<file path="config.mk">
export PLATFORM = sky130hd
export DESIGN_NAME = usb_txn_ctrl_flat
export DESIGN_NICKNAME = d
export VERILOG_FILES = /design/src/rtl/usb_pkg.sv /design/src/rtl/usb_txn_ctrl_if.sv /design/src/rtl/usb_txn_timer.sv /design/src/rtl/usb_txn_ctrl.sv /design/src/flat_wrapper.sv
export SDC_FILE = /design/constraint.sdc
export NUM_CORES = 1
export LEC_CHECK = 0
export CORE_AREA = 2 2 116 118
export DETAILED_ROUTE_END_ITERATION = 12
export DIE_AREA = 0 0 118 120
export DONT_BUFFER_PORTS = 1
export GPL_TIMING_DRIVEN = 0
export PLACE_DENSITY_LB_ADDON = 0.3
export SYNTH_ARGS = -nofsm -noshare
export SYNTH_HDL_FRONTEND = slang
export SYNTH_SLANG_ARGS = --single-unit
</file>
<file path="constraint.sdc">
create_clock -name clk -period 1.7 [get_ports clk]
set_input_delay 0.34 -clock clk [delete_from_list [all_inputs] [get_ports clk]]
set_output_delay 0.34 -clock clk [all_outputs]
set_load 0.005 [all_outputs]
</file>
<file path="src/rtl/usb_pkg.sv">
// Shared types and constants for the USB host transaction controller.
package usb_pkg;

    localparam int DATA_W = 64;
    localparam int ADDR_W = 7;
    localparam int ENDP_W = 4;
    localparam int PID_W  = 4;

    localparam int DEF_TIMEOUT_CYCLES = 255;
    localparam int DEF_MAX_RETRIES    = 8;

    // Low nibble of each PID; the encoder appends the complement nibble.
    typedef enum logic [PID_W-1:0] {
        PID_OUT   = 4'b0001,
        PID_IN    = 4'b1001,
        PID_DATA0 = 4'b0011,
        PID_ACK   = 4'b0010,
        PID_NAK   = 4'b1010
    } pid_t;

    typedef enum logic [3:0] {
        IDLE,
        TOKEN,
        TOKEN_WAIT,
        DATA_TX,
        DATA_WAIT,
        HS_WAIT,
        RX_WAIT,
        ACK_TX,
        ACK_WAIT,
        FAIL,
        DONE
    } txn_state_t;

    // Token PID for the requested transfer direction.
    function automatic logic [PID_W-1:0] token_pid(input logic is_in);
        return is_in ? PID_IN : PID_OUT;
    endfunction

endpackage

</file>
<file path="src/rtl/usb_txn_ctrl_if.sv">
// Host request bus plus encoder/decoder handshake of the transaction controller.
// The slave modport is the controller; master is the host and tx/rx datapath side.
interface usb_txn_ctrl_if;
    import usb_pkg::*;

    logic              txn_start;
    logic              txn_is_in;
    logic [ADDR_W-1:0] txn_addr;
    logic [ENDP_W-1:0] txn_endp;
    logic [DATA_W-1:0] txn_wdata;
    logic              txn_busy;
    logic              txn_done;
    logic              txn_ok;
    logic [DATA_W-1:0] txn_rdata;

    logic              enc_start;
    logic [PID_W-1:0]  enc_pid;
    logic [ADDR_W-1:0] enc_addr;
    logic [ENDP_W-1:0] enc_endp;
    logic [DATA_W-1:0] enc_data;
    logic              enc_done;

    logic              dec_en;
    logic              dec_valid;
    logic [PID_W-1:0]  dec_pid;
    logic [DATA_W-1:0] dec_data;
    logic              dec_crc_ok;

    modport slave (
        input  txn_start, txn_is_in, txn_addr, txn_endp, txn_wdata,
        output txn_busy, txn_done, txn_ok, txn_rdata,
        output enc_start, enc_pid, enc_addr, enc_endp, enc_data,
        input  enc_done,
        output dec_en,
        input  dec_valid, dec_pid, dec_data, dec_crc_ok
    );

    modport master (
        output txn_start, txn_is_in, txn_addr, txn_endp, txn_wdata,
        input  txn_busy, txn_done, txn_ok, txn_rdata,
        input  enc_start, enc_pid, enc_addr, enc_endp, enc_data,
        output enc_done,
        input  dec_en,
        output dec_valid, dec_pid, dec_data, dec_crc_ok
    );

endinterface

</file>
<file path="src/rtl/usb_txn_timer.sv">
// Response timer and attempt counter for the transaction controller.
// Both saturate; timeout/exhausted are decoded straight from the counts.
module usb_txn_timer
    import usb_pkg::*;
#(
    parameter int TIMEOUT_CYCLES = DEF_TIMEOUT_CYCLES,
    parameter int MAX_RETRIES    = DEF_MAX_RETRIES
) (
    input  logic clk,
    input  logic rst_L,
    input  logic tmr_clr,
    input  logic tmr_en,
    input  logic att_clr,
    input  logic att_inc,
    output logic timeout,
    output logic exhausted
);

    localparam int TW = $clog2(TIMEOUT_CYCLES + 1);
    localparam int AW = $clog2(MAX_RETRIES + 1);

    localparam logic [TW-1:0] TMR_MAX  = TW'(TIMEOUT_CYCLES);
    localparam logic [AW-1:0] ATT_MAX  = AW'(MAX_RETRIES);
    // The attempt being failed is the last one allowed when the count
    // still reads one below the limit (the increment lands on the limit).
    localparam logic [AW-1:0] ATT_LAST = AW'(MAX_RETRIES - 1);

    logic [TW-1:0] tmr_cnt;
    logic [AW-1:0] att_cnt;

    // Response timer: cleared outside the wait states, counts up and holds at the limit.
    always_ff @(posedge clk) begin
        if (!rst_L) begin
            tmr_cnt <= '0;
        end else if (tmr_clr) begin
            tmr_cnt <= '0;
        end else if (tmr_en && (tmr_cnt != TMR_MAX)) begin
            tmr_cnt <= tmr_cnt + 1'b1;
        end
    end

    // Attempt counter: cleared when a request is accepted, bumped once per failed try.
    always_ff @(posedge clk) begin
        if (!rst_L) begin
            att_cnt <= '0;
        end else if (att_clr) begin
            att_cnt <= '0;
        end else if (att_inc && (att_cnt != ATT_MAX)) begin
            att_cnt <= att_cnt + 1'b1;
        end
    end

    assign timeout   = (tmr_cnt == TMR_MAX);
    assign exhausted = (att_cnt == ATT_LAST);

endmodule

</file>
<file path="src/rtl/usb_txn_ctrl.sv">
// USB host transaction controller: sequences token, data and handshake
// packets through the encoder/decoder, retrying failed attempts.
module usb_txn_ctrl
    import usb_pkg::*;
#(
    parameter int TIMEOUT_CYCLES = DEF_TIMEOUT_CYCLES,
    parameter int MAX_RETRIES    = DEF_MAX_RETRIES
) (
    input  logic          clk,
    input  logic          rst_L,
    usb_txn_ctrl_if.slave bus
);

    txn_state_t        state;
    txn_state_t        state_nxt;

    logic              is_in_q;
    logic [ADDR_W-1:0] addr_q;
    logic [ENDP_W-1:0] endp_q;
    logic [DATA_W-1:0] wdata_q;
    logic [DATA_W-1:0] rdata_q;
    logic              ok_q;
    logic              ok_nxt;

    logic              latch_req;
    logic              rdata_cap;
    logic              att_clr;
    logic              att_inc;
    logic              tmr_en;
    logic              tmr_clr;
    logic              timeout;
    logic              exhausted;

    logic              good_ack;
    logic              good_data;
    logic              enc_start_c;
    logic [PID_W-1:0]  enc_pid_c;

    assign good_ack  = bus.dec_crc_ok && (bus.dec_pid == PID_ACK);
    assign good_data = bus.dec_crc_ok && (bus.dec_pid == PID_DATA0);

    // The timer only runs while the receiver is listening; any other state holds it clear.
    assign tmr_en  = (state == HS_WAIT) || (state == RX_WAIT);
    assign tmr_clr = !tmr_en;

    usb_txn_timer #(
        .TIMEOUT_CYCLES (TIMEOUT_CYCLES),
        .MAX_RETRIES    (MAX_RETRIES)
    ) u_timer (
        .clk       (clk),
        .rst_L     (rst_L),
        .tmr_clr   (tmr_clr),
        .tmr_en    (tmr_en),
        .att_clr   (att_clr),
        .att_inc   (att_inc),
        .timeout   (timeout),
        .exhausted (exhausted)
    );

    // State register.
    always_ff @(posedge clk) begin
        if (!rst_L) begin
            state <= IDLE;
        end else begin
            state <= state_nxt;
        end
    end

    // Request latch, received payload and completion status.
    always_ff @(posedge clk) begin
        if (!rst_L) begin
            is_in_q <= 1'b0;
            addr_q  <= '0;
            endp_q  <= '0;
            wdata_q <= '0;
            rdata_q <= '0;
            ok_q    <= 1'b0;
        end else begin
            if (latch_req) begin
                is_in_q <= bus.txn_is_in;
                addr_q  <= bus.txn_addr;
                endp_q  <= bus.txn_endp;
                wdata_q <= bus.txn_wdata;
            end
            if (rdata_cap) begin
                rdata_q <= bus.dec_data;
            end
            ok_q <= ok_nxt;
        end
    end

    // Next-state logic; dec_valid is checked before timeout so a late packet still counts.
    always_comb begin
        state_nxt = state;
        ok_nxt    = ok_q;
        latch_req = 1'b0;
        rdata_cap = 1'b0;
        att_clr   = 1'b0;
        att_inc   = 1'b0;
        case (state)
            IDLE: begin
                if (bus.txn_start) begin
                    latch_req = 1'b1;
                    att_clr   = 1'b1;
                    ok_nxt    = 1'b0;
                    state_nxt = TOKEN;
                end
            end
            TOKEN:      state_nxt = TOKEN_WAIT;
            TOKEN_WAIT: begin
                if (bus.enc_done) begin
                    state_nxt = is_in_q ? RX_WAIT : DATA_TX;
                end
            end
            DATA_TX:    state_nxt = DATA_WAIT;
            DATA_WAIT: begin
                if (bus.enc_done) begin
                    state_nxt = HS_WAIT;
                end
            end
            HS_WAIT: begin
                if (bus.dec_valid) begin
                    if (good_ack) begin
                        ok_nxt    = 1'b1;
                        state_nxt = DONE;
                    end else begin
                        state_nxt = FAIL;
                    end
                end else if (timeout) begin
                    state_nxt = FAIL;
                end
            end
            RX_WAIT: begin
                if (bus.dec_valid) begin
                    if (good_data) begin
                        rdata_cap = 1'b1;
                        state_nxt = ACK_TX;
                    end else begin
                        state_nxt = FAIL;
                    end
                end else if (timeout) begin
                    state_nxt = FAIL;
                end
            end
            ACK_TX:     state_nxt = ACK_WAIT;
            ACK_WAIT: begin
                if (bus.enc_done) begin
                    ok_nxt    = 1'b1;
                    state_nxt = DONE;
                end
            end
            FAIL: begin
                att_inc = 1'b1;
                if (exhausted) begin
                    ok_nxt    = 1'b0;
                    state_nxt = DONE;
                end else begin
                    state_nxt = TOKEN;
                end
            end
            DONE:       state_nxt = IDLE;
            default:    state_nxt = IDLE;
        endcase
    end

    // Encoder drive: PID is decoded from state so it holds from launch through the wait.
    always_comb begin
        enc_start_c = 1'b0;
        enc_pid_c   = '0;
        case (state)
            TOKEN: begin
                enc_start_c = 1'b1;
                enc_pid_c   = token_pid(is_in_q);
            end
            TOKEN_WAIT: enc_pid_c = token_pid(is_in_q);
            DATA_TX: begin
                enc_start_c = 1'b1;
                enc_pid_c   = PID_DATA0;
            end
            DATA_WAIT:  enc_pid_c = PID_DATA0;
            ACK_TX: begin
                enc_start_c = 1'b1;
                enc_pid_c   = PID_ACK;
            end
            ACK_WAIT:   enc_pid_c = PID_ACK;
            default: begin
                enc_start_c = 1'b0;
                enc_pid_c   = '0;
            end
        endcase
    end

    assign bus.enc_start = enc_start_c;
    assign bus.enc_pid   = enc_pid_c;
    assign bus.enc_addr  = addr_q;
    assign bus.enc_endp  = endp_q;
    assign bus.enc_data  = wdata_q;
    assign bus.dec_en    = tmr_en;

    assign bus.txn_busy  = (state != IDLE);
    assign bus.txn_done  = (state == DONE);
    assign bus.txn_ok    = (state == DONE) && ok_q;
    assign bus.txn_rdata = rdata_q;

endmodule
</file>
<file path="src/flat_wrapper.sv">
// flat-port wrapper written by rule: the top's interface ports become plain ports
module usb_txn_ctrl_flat import usb_pkg::*;
#(
    parameter int TIMEOUT_CYCLES = DEF_TIMEOUT_CYCLES,
    parameter int MAX_RETRIES    = DEF_MAX_RETRIES
)
  (clk, rst_L, bus_txn_start, bus_txn_is_in, bus_txn_addr, bus_txn_endp, bus_txn_wdata, bus_txn_busy, bus_txn_done, bus_txn_ok, bus_txn_rdata, bus_enc_start, bus_enc_pid, bus_enc_addr, bus_enc_endp, bus_enc_data, bus_enc_done, bus_dec_en, bus_dec_valid, bus_dec_pid, bus_dec_data, bus_dec_crc_ok);
  usb_txn_ctrl_if bus_i ();
  input  logic clk;
  input  logic rst_L;
  input wire logic [$bits(bus_i.txn_start)-1:0] bus_txn_start;
  input wire logic [$bits(bus_i.txn_is_in)-1:0] bus_txn_is_in;
  input wire logic [$bits(bus_i.txn_addr)-1:0] bus_txn_addr;
  input wire logic [$bits(bus_i.txn_endp)-1:0] bus_txn_endp;
  input wire logic [$bits(bus_i.txn_wdata)-1:0] bus_txn_wdata;
  output wire logic [$bits(bus_i.txn_busy)-1:0] bus_txn_busy;
  output wire logic [$bits(bus_i.txn_done)-1:0] bus_txn_done;
  output wire logic [$bits(bus_i.txn_ok)-1:0] bus_txn_ok;
  output wire logic [$bits(bus_i.txn_rdata)-1:0] bus_txn_rdata;
  output wire logic [$bits(bus_i.enc_start)-1:0] bus_enc_start;
  output wire logic [$bits(bus_i.enc_pid)-1:0] bus_enc_pid;
  output wire logic [$bits(bus_i.enc_addr)-1:0] bus_enc_addr;
  output wire logic [$bits(bus_i.enc_endp)-1:0] bus_enc_endp;
  output wire logic [$bits(bus_i.enc_data)-1:0] bus_enc_data;
  input wire logic [$bits(bus_i.enc_done)-1:0] bus_enc_done;
  output wire logic [$bits(bus_i.dec_en)-1:0] bus_dec_en;
  input wire logic [$bits(bus_i.dec_valid)-1:0] bus_dec_valid;
  input wire logic [$bits(bus_i.dec_pid)-1:0] bus_dec_pid;
  input wire logic [$bits(bus_i.dec_data)-1:0] bus_dec_data;
  input wire logic [$bits(bus_i.dec_crc_ok)-1:0] bus_dec_crc_ok;
  assign bus_i.txn_start = bus_txn_start;
  assign bus_i.txn_is_in = bus_txn_is_in;
  assign bus_i.txn_addr = bus_txn_addr;
  assign bus_i.txn_endp = bus_txn_endp;
  assign bus_i.txn_wdata = bus_txn_wdata;
  assign bus_txn_busy = bus_i.txn_busy;
  assign bus_txn_done = bus_i.txn_done;
  assign bus_txn_ok = bus_i.txn_ok;
  assign bus_txn_rdata = bus_i.txn_rdata;
  assign bus_enc_start = bus_i.enc_start;
  assign bus_enc_pid = bus_i.enc_pid;
  assign bus_enc_addr = bus_i.enc_addr;
  assign bus_enc_endp = bus_i.enc_endp;
  assign bus_enc_data = bus_i.enc_data;
  assign bus_i.enc_done = bus_enc_done;
  assign bus_dec_en = bus_i.dec_en;
  assign bus_i.dec_valid = bus_dec_valid;
  assign bus_i.dec_pid = bus_dec_pid;
  assign bus_i.dec_data = bus_dec_data;
  assign bus_i.dec_crc_ok = bus_dec_crc_ok;
  usb_txn_ctrl #(.TIMEOUT_CYCLES(TIMEOUT_CYCLES), .MAX_RETRIES(MAX_RETRIES)) u_core (.clk(clk), .rst_L(rst_L), .bus(bus_i));
endmodule
</file>
# Yosys cells after proc, flatten, opt, wreduce, memory -nomap -nowiden
# Cells that the tools add are included.
dict set report op_classes {
  addsub 2
  n_mux 27
  bitwise_logic 1
  n_reduce_logical 17
  eq_ne 23
}
# cell n
set ops {}
lappend ops {{4-bit two-way mux} 10}
lappend ops {{4-bit one-hot mux with 10 select lines} 1}
lappend ops {{4-bit by 3-bit == test with 1-bit output, second input constant} 5}
lappend ops {{4-bit by 2-bit == test with 1-bit output, second input constant} 4}
lappend ops {{4-bit == test, second input constant} 3}
lappend ops {{1-bit two-way mux} 12}
lappend ops {{4-bit one-hot mux with 3 select lines} 1}
lappend ops {{2-bit inequality test, second input constant} 5}
lappend ops {{8-bit by 1-bit adder with 8-bit output, second input constant} 1}
lappend ops {{8-bit == test, second input constant} 1}
lappend ops {{8-bit inequality test, second input constant} 1}
lappend ops {{4-bit nonzero test} 2}
lappend ops {{2-bit OR reduction} 4}
lappend ops {{6-bit AND reduction} 1}
lappend ops {{1-bit logical AND} 5}
lappend ops {{4-bit by 1-bit adder with 4-bit output, second input constant} 1}
lappend ops {{4-bit by 1-bit == test with 1-bit output, second input constant} 1}
lappend ops {{4-bit zero test} 1}
lappend ops {{2-bit by 1-bit inequality test with 1-bit output, second input constant} 2}
lappend ops {{4-bit inequality test, second input constant} 1}
lappend ops {{1-bit one-hot mux with 4 select lines} 1}
lappend ops {{4-bit AND reduction} 1}
lappend ops {{3-bit two-way mux} 1}
lappend ops {{3-bit OR reduction} 1}
lappend ops {{other kinds (4)} 4}
dict set report word_totals {
  out_inout_bits 148
  input_bits 150
  elab_cells 79
  reg_bits 157
}

# Logic depth before layout (Yosys ltp)
# Gate-level depths: netlist of the first run.
dict set report depth {
  ltp_word 5
  ltp_mapped 8
  mapped_depth_nobuf 6
}

# Modules after synthesis
# A second synthesis of the first run with hierarchy kept.
dict set report hier_totals {
  hier_cells 780
  area_unflattened_um2 6408.6
}
# mod cells_per_inst area_each_um2 n_inst seq_area_each_um2
set modules_own_cells {}
lappend modules_own_cells {usb_txn_ctrl 701 5738.0 1 2902.8}
lappend modules_own_cells {usb_txn_timer 79 670.6 1 240.2}

# Worst setup path after synthesis of the first run
# Ideal clock, no wire load.
dict set report synth_path {
  path_kind {input -> register}
  startpoint {in bus_dec_pid[3]}
  endpoint {reg u_core.rdata_q[10] (netlist: u_core.bus.txn_rdata[10])}
  n_path_buf 2
  path_stages 7
  setup_time_ns 0.116
  path_slack_ns 0.172
  required_time_ns 1.584
  arrival_ns 1.412
  cell_sequence {nor3b_2 -> nand4_1 -> or3_1 -> buf_6 -> buf_6 -> nand2_1 -> a21boi_1}
}
dict set report synth_between {
  elab_chain_len 5
}
# item line
set synth_rtl {}
lappend synth_rtl {{start: declaration} flat_wrapper.sv:28} ;# input wire logic [$bits(bus_i.dec_pid)-1:0] bus_dec_pid;
lappend synth_rtl {{4-bit by 2-bit == test with 1-bit output} usb_txn_ctrl.sv:40} ;# assign good_data = bus.dec_crc_ok && (bus.dec_pid == PID_DATA0);
lappend synth_rtl {{1-bit logical AND} usb_txn_ctrl.sv:40}
lappend synth_rtl {{1-bit two-way mux} usb_txn_ctrl.sv:135} ;# if (good_data) begin
lappend synth_rtl {{1-bit two-way mux} usb_txn_ctrl.sv:134} ;# if (bus.dec_valid) begin
lappend synth_rtl {{1-bit two-way mux} usb_txn_ctrl.sv:100} ;# case (state)
lappend synth_rtl {{end signal: assignment} usb_txn_ctrl.sv:86} ;# rdata_q <= bus.dec_data;
lappend synth_rtl {{end: declaration} usb_txn_ctrl.sv:21} ;# logic [DATA_W-1:0] rdata_q;
# Every way passes these cells.
# A chain may end at the register's enable or synchronous reset.

# Worst setup path after layout of the first run
dict set report layout_path {
  startpoint {reg u_core.state[1]}
  endpoint {out bus_enc_pid[0]}
}
dict set report layout_between {
  elab_chain_len 3
}
# item line
set layout_rtl {}
lappend layout_rtl {{start: declaration} usb_txn_ctrl.sv:14} ;# txn_state_t state;
lappend layout_rtl {{start signal: assignment} usb_txn_ctrl.sv:65} ;# state <= state_nxt;
lappend layout_rtl {{4-bit by 3-bit == test with 1-bit output (tied with other cells)} usb_txn_ctrl.sv:170} ;# case (state)
lappend layout_rtl {{2-bit OR reduction (no source line)} --}
lappend layout_rtl {{4-bit one-hot mux with 3 select lines *} usb_txn_ctrl.sv:170}
lappend layout_rtl {{end: declaration} flat_wrapper.sv:21} ;# output wire logic [$bits(bus_i.enc_pid)-1:0] bus_enc_pid;
# Mark *: on every way between the ends. The rest lies on a longest branch, timed or not.

==> results of run 1 <==
==> cells by family (layout without fill, tap and decap cells) <==
logic type               after synthesis  in the layout
AND/OR/NAND/NOR                      354            354
flip-flops                           157            157
AO/OA/AOI/OAI                        172            172
buffers and inverters                 63            105
adder cells (fa/ha/maj)                3              3
other                                  1              1
XOR/XNOR                               9              9
multiplexers                           3              3
==> per-layer routing <==
layer	share of wire	GRT usage	wire length (um)	vias up
li1	-	-	-	2553
met1	0.35	0.236	6010	2473
met2	0.52	0.437	8850	254
met3	0.11	0.111	1820	36
met4	0.027	0.100	456	0
met5	0	0	0	-
==> placed cells by master (no fill, tap or decap), types with 3 or more instances in the layout <==
cell type	netlist	layout
nand3_1	6	5
clkbuf_16	0	18
clkinvlp_4	0	3
nand2b_4	1	3
a21boi_1	100	100
inv_1	7	5
nor2_4	0	4
buf_4	10	19
a21oi_1	8	7
nor2b_1	5	4
nand2_1	291	290
dfxtp_1	157	156
nand4_1	3	3
mux2i_1	3	3
a21boi_0	40	40
ha_1	3	3
clkbuf_2	0	4
nor2_1	21	18
nor3_1	9	9
buf_6	8	17
a211oi_1	4	4
xnor2_1	4	3
xor2_1	5	4
bufinv_16	0	3
clkbuf_8	0	3
clkbuf_1	21	16
o21ai_0	6	6
buf_2	15	8
==> power by group through the flow <==
stage	Sequential [W]	Clock (W)	Combinational [W]
after floorplan	0.00424	0	0.00105
after global placement	0.00433	0	0.00131
after detailed placement	0.00433	0	0.00137
after CTS	0.00427	0.00394	0.00152
after global routing	0.00431	0.00411	0.00182
final	0.00427	0.00390	0.00164
==> worst max-delay path, stage by stage, from the launching register on <==
cell and delay, ps:
dfxtp_1 300, buf_6 140, clkbuf_16 150, nor2b_4 120, a21oi_2 70, nor2_2 150
==> cell type report <==
type,count,area [sq um]
Fill cell,1173,5510
Sequential cell,157,3150
Clock buffer,20,467
Clock inverter,10,140
Tap cell,176,220
Multi-Input combinational cell,542,2960
Inverter,8,35.0
Buffer,55,400
Timing Repair Buffer,12,93.8
==> metrics by stage <==
| stage | hold WS [ps] | instances | power [W] |
|---|---|---|---|
| 2_1_floorplan | 451 | 762 | 0.00528 |
| 3_3_place_gp | 460 | 938 | 0.00564 |
| 3_5_place_dp | 466 | 938 | 0.00571 |
| 4_1_cts | 37.4 | 974 | 0.00973 |
| 5_1_grt | 28.4 | 980 | 0.0102 |
| 6_report | 47.6 | 980 | 0.00981 |
==> worst paths after layout <==
| kind | from | endpoint | slack, ps | depth (start not counted) |
|---|---|---|---|---|
| setup / recovery | u_core.state[1] | bus_enc_pid[0] | 2 | 5 |
| hold / removal | bus_txn_wdata[24] | u_core.bus.enc_data[24] | 50 | 2 |
| setup reg to reg | u_core.state[1] | u_core.bus.enc_data[52] | 120 | 8 |
| hold reg to reg | u_core.bus.txn_rdata[44] | u_core.bus.txn_rdata[44] | 470 | 2 |
==> flip-flops by register name, summed over array words and instances, names as in the netlist <==
register,cells
u_core.bus.enc_data,64
u_core.bus.txn_rdata,64
u_core.u_timer.tmr_cnt,8
u_core.bus.enc_addr,7
u_core.bus.enc_endp,4
u_core.state,4
u_core.u_timer.att_cnt,4
u_core.is_in_q,1
u_core.ok_q,1
==> repair_timing <==
| action | 4_1_cts | 5_1_grt |
|---|---|---|
| setup endpoints to repair | 89 | 85 |
| setup buffers | 6 | 6 |
| gates cloned | 0 | 0 |
| pin swaps | 2 | 3 |
| gates resized for setup | 29 | 30 |
==> impl_metrics.csv, run 1 <==
group,metric,value,unit
power,internal_power,0.00706,W
layout,fin_nets,946,
clocking,cts.sinks,157,
logic_synthesis,synth_area_per_cell,8.33,sq um
floorplan,die_w,118,um
global_routing,track_usage,0.241,
logic_synthesis,syn-num-nets,915,
power,seqPwrFrac,0.436,
clocking,clk_pin_slew,60,ps
sta,slew_headroom,0.555,
clocking,htree_levels,4,
drt,viasPerCell,5.42,
logic_synthesis,synthAdderAreaFrac,0.00591,
power,p_per_area,1310,nW/um^2
drt,wl_per_cell,17.5,um
placement,io_buffers,0,
logic_synthesis,yosys.area_share.xor_xnor,0.0124,
clocking,clock_path_buffers,2,
floorplan,core,13000,sq um
clocking,numCtsBuffers,17,
drt,via_count,5316,
global_routing,grt_overflow_total,0,
global_routing,grt_pass1_wl,26.9,mm
drt,drtIter0Drc,245,
logic_synthesis,synthFlopType,"dfxtp_1",
power,leakagePower,2.72,nW
setup_path,crit_path_start_kind,"flop",
sta,timing.fmax,0.589,GHz
global_routing,grt_pass1_vias,5297,
sta,setup_violations,0,
layout,fin_util,0.575,
logic_synthesis,netlist_area,6350,sq um
layout,final_layout_size_suffix_gt1_frac,0.132,
floorplan,row_count,42,
floorplan,die_h,120,um
power,sw_frac_of_total,0.280,
logic_synthesis,synth_cell_types,46,
layout,areaGrowthSynthToFinish,17.6,%
worst_hold_path,min_path_type,"in -> reg",
power,power_switching,0.00275,W
sta,skew,8.25,ps
power,pwr-share-clk,0.397,
logic_synthesis,synthCells,762,
logic_synthesis,netlist.area_leader.share,0.495,
logic_synthesis,yosys_warnings,0,
logic_synthesis,synth_compound_gate_area_share,0.198,
drt,drtPass1Iterations,4,
layout,fin_area,7470,sq um
clocking,cts_hold_buffers,0,
run,cap_viol_max_count,0,
clocking,clk_latency,420,ps
logic_synthesis,synth_top_area_cell,"dfxtp_1",
sta,worst_slew_pin_slew,668,ps
drt,route.detailed.drc,0,
drt,wl,17.1,mm
sta,slew_viol_final,0,
logic_synthesis,synthMuxAreaShare,0.00473,
floorplan,initial_utilization,0.489,
sta,worst_slack,2.21,ps
logic_synthesis,synth.most_common_cell,"nand2_1",
status,status,"complete, no violations",
logic_synthesis,synthTopCellsByCount,"nand2_1, dfxtp_1, a21boi_1",
sta,period_share,0.999,
setup_path,crit_type,"reg -> out",
global_routing,antenna_found_initial,0,
setup_path,crit_path_end_kind,"output port",
sta,fin_setup_tns,0,ps
logic_synthesis,synth_edf_count,0,
setup_path,worstPathArrival,1360,ps
floorplan,die_area,14200,sq um
placement,dp_hpwl,13.0,mm
drt,antenna_left,0,
sta,hold_viol,0,
sta,fin_crit,1700,ps
logic_synthesis,synthArstFlopShare,0,
clocking,cts_tree,"done",
logic_synthesis,ys_seq_elements,157,
placement,finalWeightedCongestion,0.881,
logic_synthesis,ys_top_cells_by_area,"dfxtp_1, nand2_1, a21boi_1",
setup_path,cp.required,1360,ps
placement,post-place-ws,-356,ps
placement,place_area,6570,sq um
setup_path,path_max_fanout,8,
global_routing,grt_max_degree,17,
floorplan,io_pins,298,
layout,antenna_cells,0,
clocking,clockRootBuffer,"clkbuf_16",
logic_synthesis,yosys.area_share.simple,0.228,
logic_synthesis,synth_top_family_by_area,"simple AND/OR/NAND/NOR gates",
power,combPwrFrac,0.167,
logic_synthesis,yosysSeqAreaShare,0.495,
sta,rsz0062_at_grt,"true",
power,vdd_ir_drop_max,0.000775,V
No activity file was read; power rests on OpenSTA's default activity.
==> run 2: changes to the inputs <==
--- a/config.mk
+++ b/config.mk
@@ -5,9 +5,10 @@
 export SDC_FILE = /design/constraint.sdc
 export NUM_CORES = 1
 export LEC_CHECK = 0
-export CORE_AREA = 2 2 116 118
+export ABC_AREA = 1
+export CORE_AREA = 2 2 115 117
 export DETAILED_ROUTE_END_ITERATION = 12
-export DIE_AREA = 0 0 118 120
+export DIE_AREA = 0 0 117 119
 export DONT_BUFFER_PORTS = 1
 export GPL_TIMING_DRIVEN = 0
 export PLACE_DENSITY_LB_ADDON = 0.3
==> impl_metrics.csv, run 2 <==
group,metric,value,unit
status,status,"finished with violations",
status,violations,"setup timing",
drt,dr_wl_met3,1.28,mm
logic_synthesis,synthArstFlopShare,0,
logic_synthesis,synth_top_area_cell,"dfxtp_1",
clocking,htree_levels,4,
drt,met2_length,8.54,mm
clocking,cts_hold_buffers,0,
global_routing,grt_pass1_vias,5241,
drt,highest_layer,"met5",
logic_synthesis,synthFlopType,"dfxtp_1",
logic_synthesis,synth.most_common_cell,"dfxtp_1",
floorplan,initial_utilization,0.483,
clocking,clock_path_buffers,2,
drt,wl_met1,6.96,mm
sta,hold_viol,0,
placement,post-place-ws,-299,ps
clocking,cts_tree,"done",
global_routing,grt_max_degree,17,
logic_synthesis,synthTopCellsByCount,"dfxtp_1, nor2_1, o21ai_0",
setup_path,crit_top_cell,"nand2_2",
setup_path,slowest_stage,"dfxtp_4",
placement,finalWeightedCongestion,0.902,
layout,fin_nets,995,
run,cap_viol_max_count,0,
layout,final_layout_size_suffix_gt1_frac,0.127,
floorplan,die_w,117,um
sta,fin_setup_tns,-18.6,ps
layout,fillers,1205,
sta,timing.fmax,0.583,GHz
global_routing,antenna_found_initial,1,
layout,stdcell_count,1031,
global_routing,track_usage,0.249,
setup_path,path_max_fanout,5,
logic_synthesis,ys_seq_elements,157,
drt,antenna_left,0,
placement,dp_hpwl,12.4,mm
floorplan,io_pins,298,
power,leakagePower,3.09,nW
worst_hold_path,min_path_type,"in -> reg",
layout,mostFrequentLayoutCells,"dfxtp_1, nor2_1, o21ai_0, inv_1, a21oi_1",
setup_path,crit_path_start_kind,"flop",
drt,viasPerCell,5.19,
drt,drtPass1Iterations,5,
sta,slew_headroom,0.498,
layout,layout_commonest_cell,"dfxtp_1",
power,p_per_area,1520,nW/um^2
sta,rsz0062_at_grt,"true",
logic_synthesis,yosysSeqAreaShare,0.505,
logic_synthesis,synthCells,813,
logic_synthesis,syn-num-nets,966,
setup_path,crit_type,"reg -> out",
setup_path,path_cells,"inv_2 -> nor2_4 -> nand2_2 -> nand2_2 -> inv_2 -> nand2_2",
setup_path,crit_path_end_kind,"output port",
setup_path,max_stage_delay,370,ps
floorplan,die_area,13900,sq um
sta,slew_viol_final,0,
setup_path,reg2reg_slack,90,ps
drt,via_count,5351,
drt,wl,17.2,mm
placement,dp_cells,989,
floorplan,core,12900,sq um
setup_path,reg2reg_depth,9,
logic_synthesis,synth_area_per_cell,7.65,sq um
sta,fin_crit,1720,ps
clocking,clk_pin_slew,70,ps
setup_path,timing.rr.end,"u_core.bus.txn_rdata[34]",
clocking,numCtsBuffers,17,
worst_hold_path,min-delay-start,"bus_dec_data[11]",
drt,route.detailed.drc,0,
logic_synthesis,synth_edf_count,0,
placement,io_buffers,0,
clocking,clockRootBuffer,"clkbuf_16",
floorplan,die_h,119,um
drt,wl_per_cell,16.6,um
setup_path,worstPathArrival,1380,ps
global_routing,grt_pass1_wl,26.9,mm
clocking,clk_latency,430,ps
layout,fin_util,0.562,
power,vdd_ir_drop_max,0.000838,V
logic_synthesis,netlist_area,6220,sq um
sta,setup_violations,2,
floorplan,row_count,42,
sta,worst_slack,-16.7,ps
setup_path,reg2reg_from,"u_core.state[2]",
sta,period_share,1.01,
layout,areaGrowthSynthToFinish,16.3,%
layout,antenna_cells,0,
drt,drtIter0Drc,332,
clocking,cts.sinks,157,
setup_path,crit_start,"u_core.state[2]",
logic_synthesis,yosys_warnings,0,
global_routing,grt_overflow_total,0,
logic_synthesis,synth_cell_types,33,
setup_path,cp.required,1360,ps
setup_path,crit_path_end,"bus_enc_pid[0]",
sta,worst_slew_pin_slew,753,ps
logic_synthesis,netlist.area_leader.share,0.505,
sta,skew,7.83,ps
logic_synthesis,ys_top_cells_by_area,"dfxtp_1, o21ai_0, nor2_1",
-- run 2: worst min path at each step --
stage | end | cells past startpoint | slack, ps
after floorplan | u_core.bus.enc_addr[1] | 2 | 440
after global placement | u_core.bus.enc_data[63] | 2 | 450
after detailed placement | u_core.bus.enc_data[27] | 2 | 460
after CTS | u_core.bus.txn_rdata[6] | 2 | 30
after global routing | u_core.bus.txn_rdata[12] | 2 | 40
final | u_core.bus.txn_rdata[11] | 2 | 50
-- run 2: critical path, delay by kind of cell (launching register included) --
kind	cells	cell delay, ps
DFF	1	370
and+or+nand+nor	4	460
buffers and inverters	2	120
-- run 2: kinds of logic after synthesis --
logic type	after synthesis	synth area share
and+or+nand+nor	255	0.169
AOI/OAI and AO/OA	237	0.192
DFF	157	0.505
buffers and inverters	156	0.121
xor gates and xnor gates	4	0.00563
adders and majority gates	3	0.00603
other	1	0.000603
-- run 2: per-layer routing --
| metal | global-route usage | vias up |
|---|---|---|
| li1 | - | 2656 |
| met4 | 0.0882 | 2 |
| met2 | 0.406 | 184 |
| met1 | 0.297 | 2475 |
| met3 | 0.0952 | 34 |
| met5 | 0 | - |
-- run 2: cell type report --
cell class | count | area [sq um] | share of cell area
flip-flops and latches | 157 | 3160 | 0.436
multi-input cells | 500 | 2440 | 0.338
clock buffers | 18 | 439 | 0.0607
inverters | 109 | 412 | 0.0569
plain buffers | 47 | 354 | 0.0489
well taps | 176 | 220 | 0.0304
clock inverters | 14 | 133 | 0.0183
repair buffers | 10 | 82.6 | 0.0114
-- run 2: per-stage QoR --
| stage | hold WS (ps) | power (W) | instance area (sq um) |
|---|---|---|---|
| floorplan | 440 | 0.00633 | 6220 |
| CTS | 34.4 | 0.0109 | 7130 |
| finish | 45.2 | 0.0110 | 7240 |
| global route | 35.2 | 0.0116 | 7240 |
| detailed placement | 456 | 0.00698 | 6440 |
| global placement | 453 | 0.00693 | 6440 |
-- run 2: repair_timing --
action | in CTS | in global routing
pin swaps | 8 | 8
buffers inserted | 6 | 4
resized for setup | 26 | 28
endpoints found under the setup margin | 83 | 17
-- run 2: report_power, final --
group	leakage [nW]	switching (W)	internal, W
registers	1.29	0.000585	0.00436
clock network	0.285	0.00162	0.00208
logic	1.52	0.00147	0.000878
total	3.09	0.00368	0.00732
==> run 3: changes to the inputs <==
--- a/config.mk
+++ b/config.mk
@@ -5,10 +5,10 @@
 export SDC_FILE = /design/constraint.sdc
 export NUM_CORES = 1
 export LEC_CHECK = 0
-export ABC_AREA = 1
-export CORE_AREA = 2 2 115 117
+export CORE_AREA = 2 2 116 118
+export CTS_BUF_LIST = sky130_fd_sc_hd__clkbuf_8
 export DETAILED_ROUTE_END_ITERATION = 12
-export DIE_AREA = 0 0 117 119
+export DIE_AREA = 0 0 118 120
 export DONT_BUFFER_PORTS = 1
 export GPL_TIMING_DRIVEN = 0
 export PLACE_DENSITY_LB_ADDON = 0.3
==> impl_metrics.csv, run 3 (same netlist as run 1, synthesis figures left out) <==
group,metric,value,unit
clocking,numCtsBuffers,17,
clocking,htree_levels,4,
placement,dp_hpwl,13.0,mm
sta,worst_slew_pin_slew,617,ps
power,vdd_ir_drop_max,0.000695,V
setup_path,reg2reg_depth,8,
floorplan,die_w,118,um
drt,route.detailed.drc,0,
setup_path,max_stage_delay,400,ps
status,status,"complete, no violations",
power,leakagePower,2.87,nW
layout,antenna_cells,0,
global_routing,grt_overflow_total,0,
sta,period_share,0.987,
drt,antenna_left,0,
sta,whs,26.0,ps
drt,drtPass1Iterations,7,
sta,rsz0062_at_grt,"true",
drt,viasPerCell,5.38,
sta,setup_violations,0,
layout,fin_area,7870,sq um
layout,fin_nets,999,
global_routing,grt_pass1_vias,5454,
sta,slew_headroom,0.588,
placement,place_area,6570,sq um
setup_path,worstPathArrival,1340,ps
clocking,clk_latency,450,ps
layout,layout_commonest_cell,"nand2_1",
clocking,clockRootBuffer,"clkbuf_8",
worst_hold_path,hold_path_depth,2,
global_routing,antenna_found_initial,0,
floorplan,row_count,42,
run,cap_viol_max_count,0,
drt,via_count,5555,
floorplan,die_area,14200,sq um
worst_hold_path,min_path_type,"in -> reg",
setup_path,path_cells,"inv_6 -> nand2_2 -> nor2_4 -> and2_4",
drt,wl_per_cell,17.4,um
power,p_per_area,1150,nW/um^2
sta,skew,9.01,ps
layout,areaGrowthSynthToFinish,23.9,%
setup_path,cp.required,1360,ps
global_routing,grt_max_degree,17,
drt,drtIter0Drc,246,
layout,mostFrequentLayoutCells,"nand2_1, dfxtp_1, a21boi_1, dlygate4sd3_1, a21boi_0",
setup_path,path_max_fanout,7,
placement,finalWeightedCongestion,0.881,
clocking,cts.sinks,157,
sta,fin_setup_tns,0,ps
setup_path,slowest_stage,"dfxtp_4",
drt,wl,17.9,mm
sta,timing.fmax,0.596,GHz
sta,fin_crit,1680,ps
sta,hold_viol,0,
setup_path,crit_type,"reg -> out",
layout,final_layout_size_suffix_gt1_frac,0.128,
clocking,cts_tree,"done",
clocking,clock_path_buffers,2,
floorplan,io_pins,298,
clocking,clk_pin_slew,80,ps
global_routing,grt_pass1_wl,27.5,mm
setup_path,crit_path_end_kind,"output port",
power,power,0.00903,W
floorplan,initial_utilization,0.489,
sta,slew_viol_final,0,
setup_path,crit_path_start_kind,"flop",
floorplan,die_h,120,um
placement,io_buffers,0,
global_routing,track_usage,0.245,
floorplan,core,13000,sq um
run 3: where the power goes:
part	switching [W]	total [W]	internal, W
Sequential	0.000321	0.00431	0.00399
Combinational	0.000988	0.00180	0.000808
Clock	0.00137	0.00292	0.00155
Total	0.00267	0.00903	0.00635
run 3: worst paths after layout:
path | startpoint | endpoint | slack (ps)
worst max register to register | u_core.state[1] | u_core.bus.enc_data[35] | 90
worst max-delay path | u_core.state[0] | bus_txn_ok | 20
worst min-delay path | bus_dec_data[28] | u_core.bus.txn_rdata[28] | 30
worst min register to register | u_core.bus.enc_data[36] | u_core.bus.enc_data[36] | 480
run 3: critical path, delay by kind of cell (launching register included):
kind                   cells  cell delay (ps)
flip-flops                 1              400
buffers and inverters      1              100
AND/OR/NAND/NOR            3              400
run 3: area by class of cell:
cell class	count	area, sq um
plain buffers	53	402
clock buffers	20	275
clock inverters	10	140
fillers	1111	5110
inverters	8	37.5
multi-input cells	542	2980
flip-flops and latches	157	3160
well taps	176	220
repair buffers	67	654
run 3: per-layer routing:
layer | track usage | routed length (um) | vias to the layer above
met1 | 0.245 | 6540 | 2617
met4 | 0.105 | 449 | 0
met5 | 0 | 0 | -
met3 | 0.0889 | 1530 | 43
met2 | 0.457 | 9420 | 250
li1 | - | - | 2645
run 3: timing repair:
action                                  CTS  global route
hold endpoints to repair                 49             3
buffers inserted                          8             6
endpoints found under the setup margin   90            99
hold buffers                             49             3
gates cloned                              0             1
pin swaps                                 3             5
resized for setup                        35            39
run 3: per-stage QoR:
step	utilization	std cells	setup WS (ps)
4_1_cts	0.590	1025	-59.2
5_1_grt	0.606	1033	-70.1
6_report	0.606	1033	21.5
3_3_place_gp	0.506	938	-360
3_5_place_dp	0.506	938	-356
2_1_floorplan	-	762	172
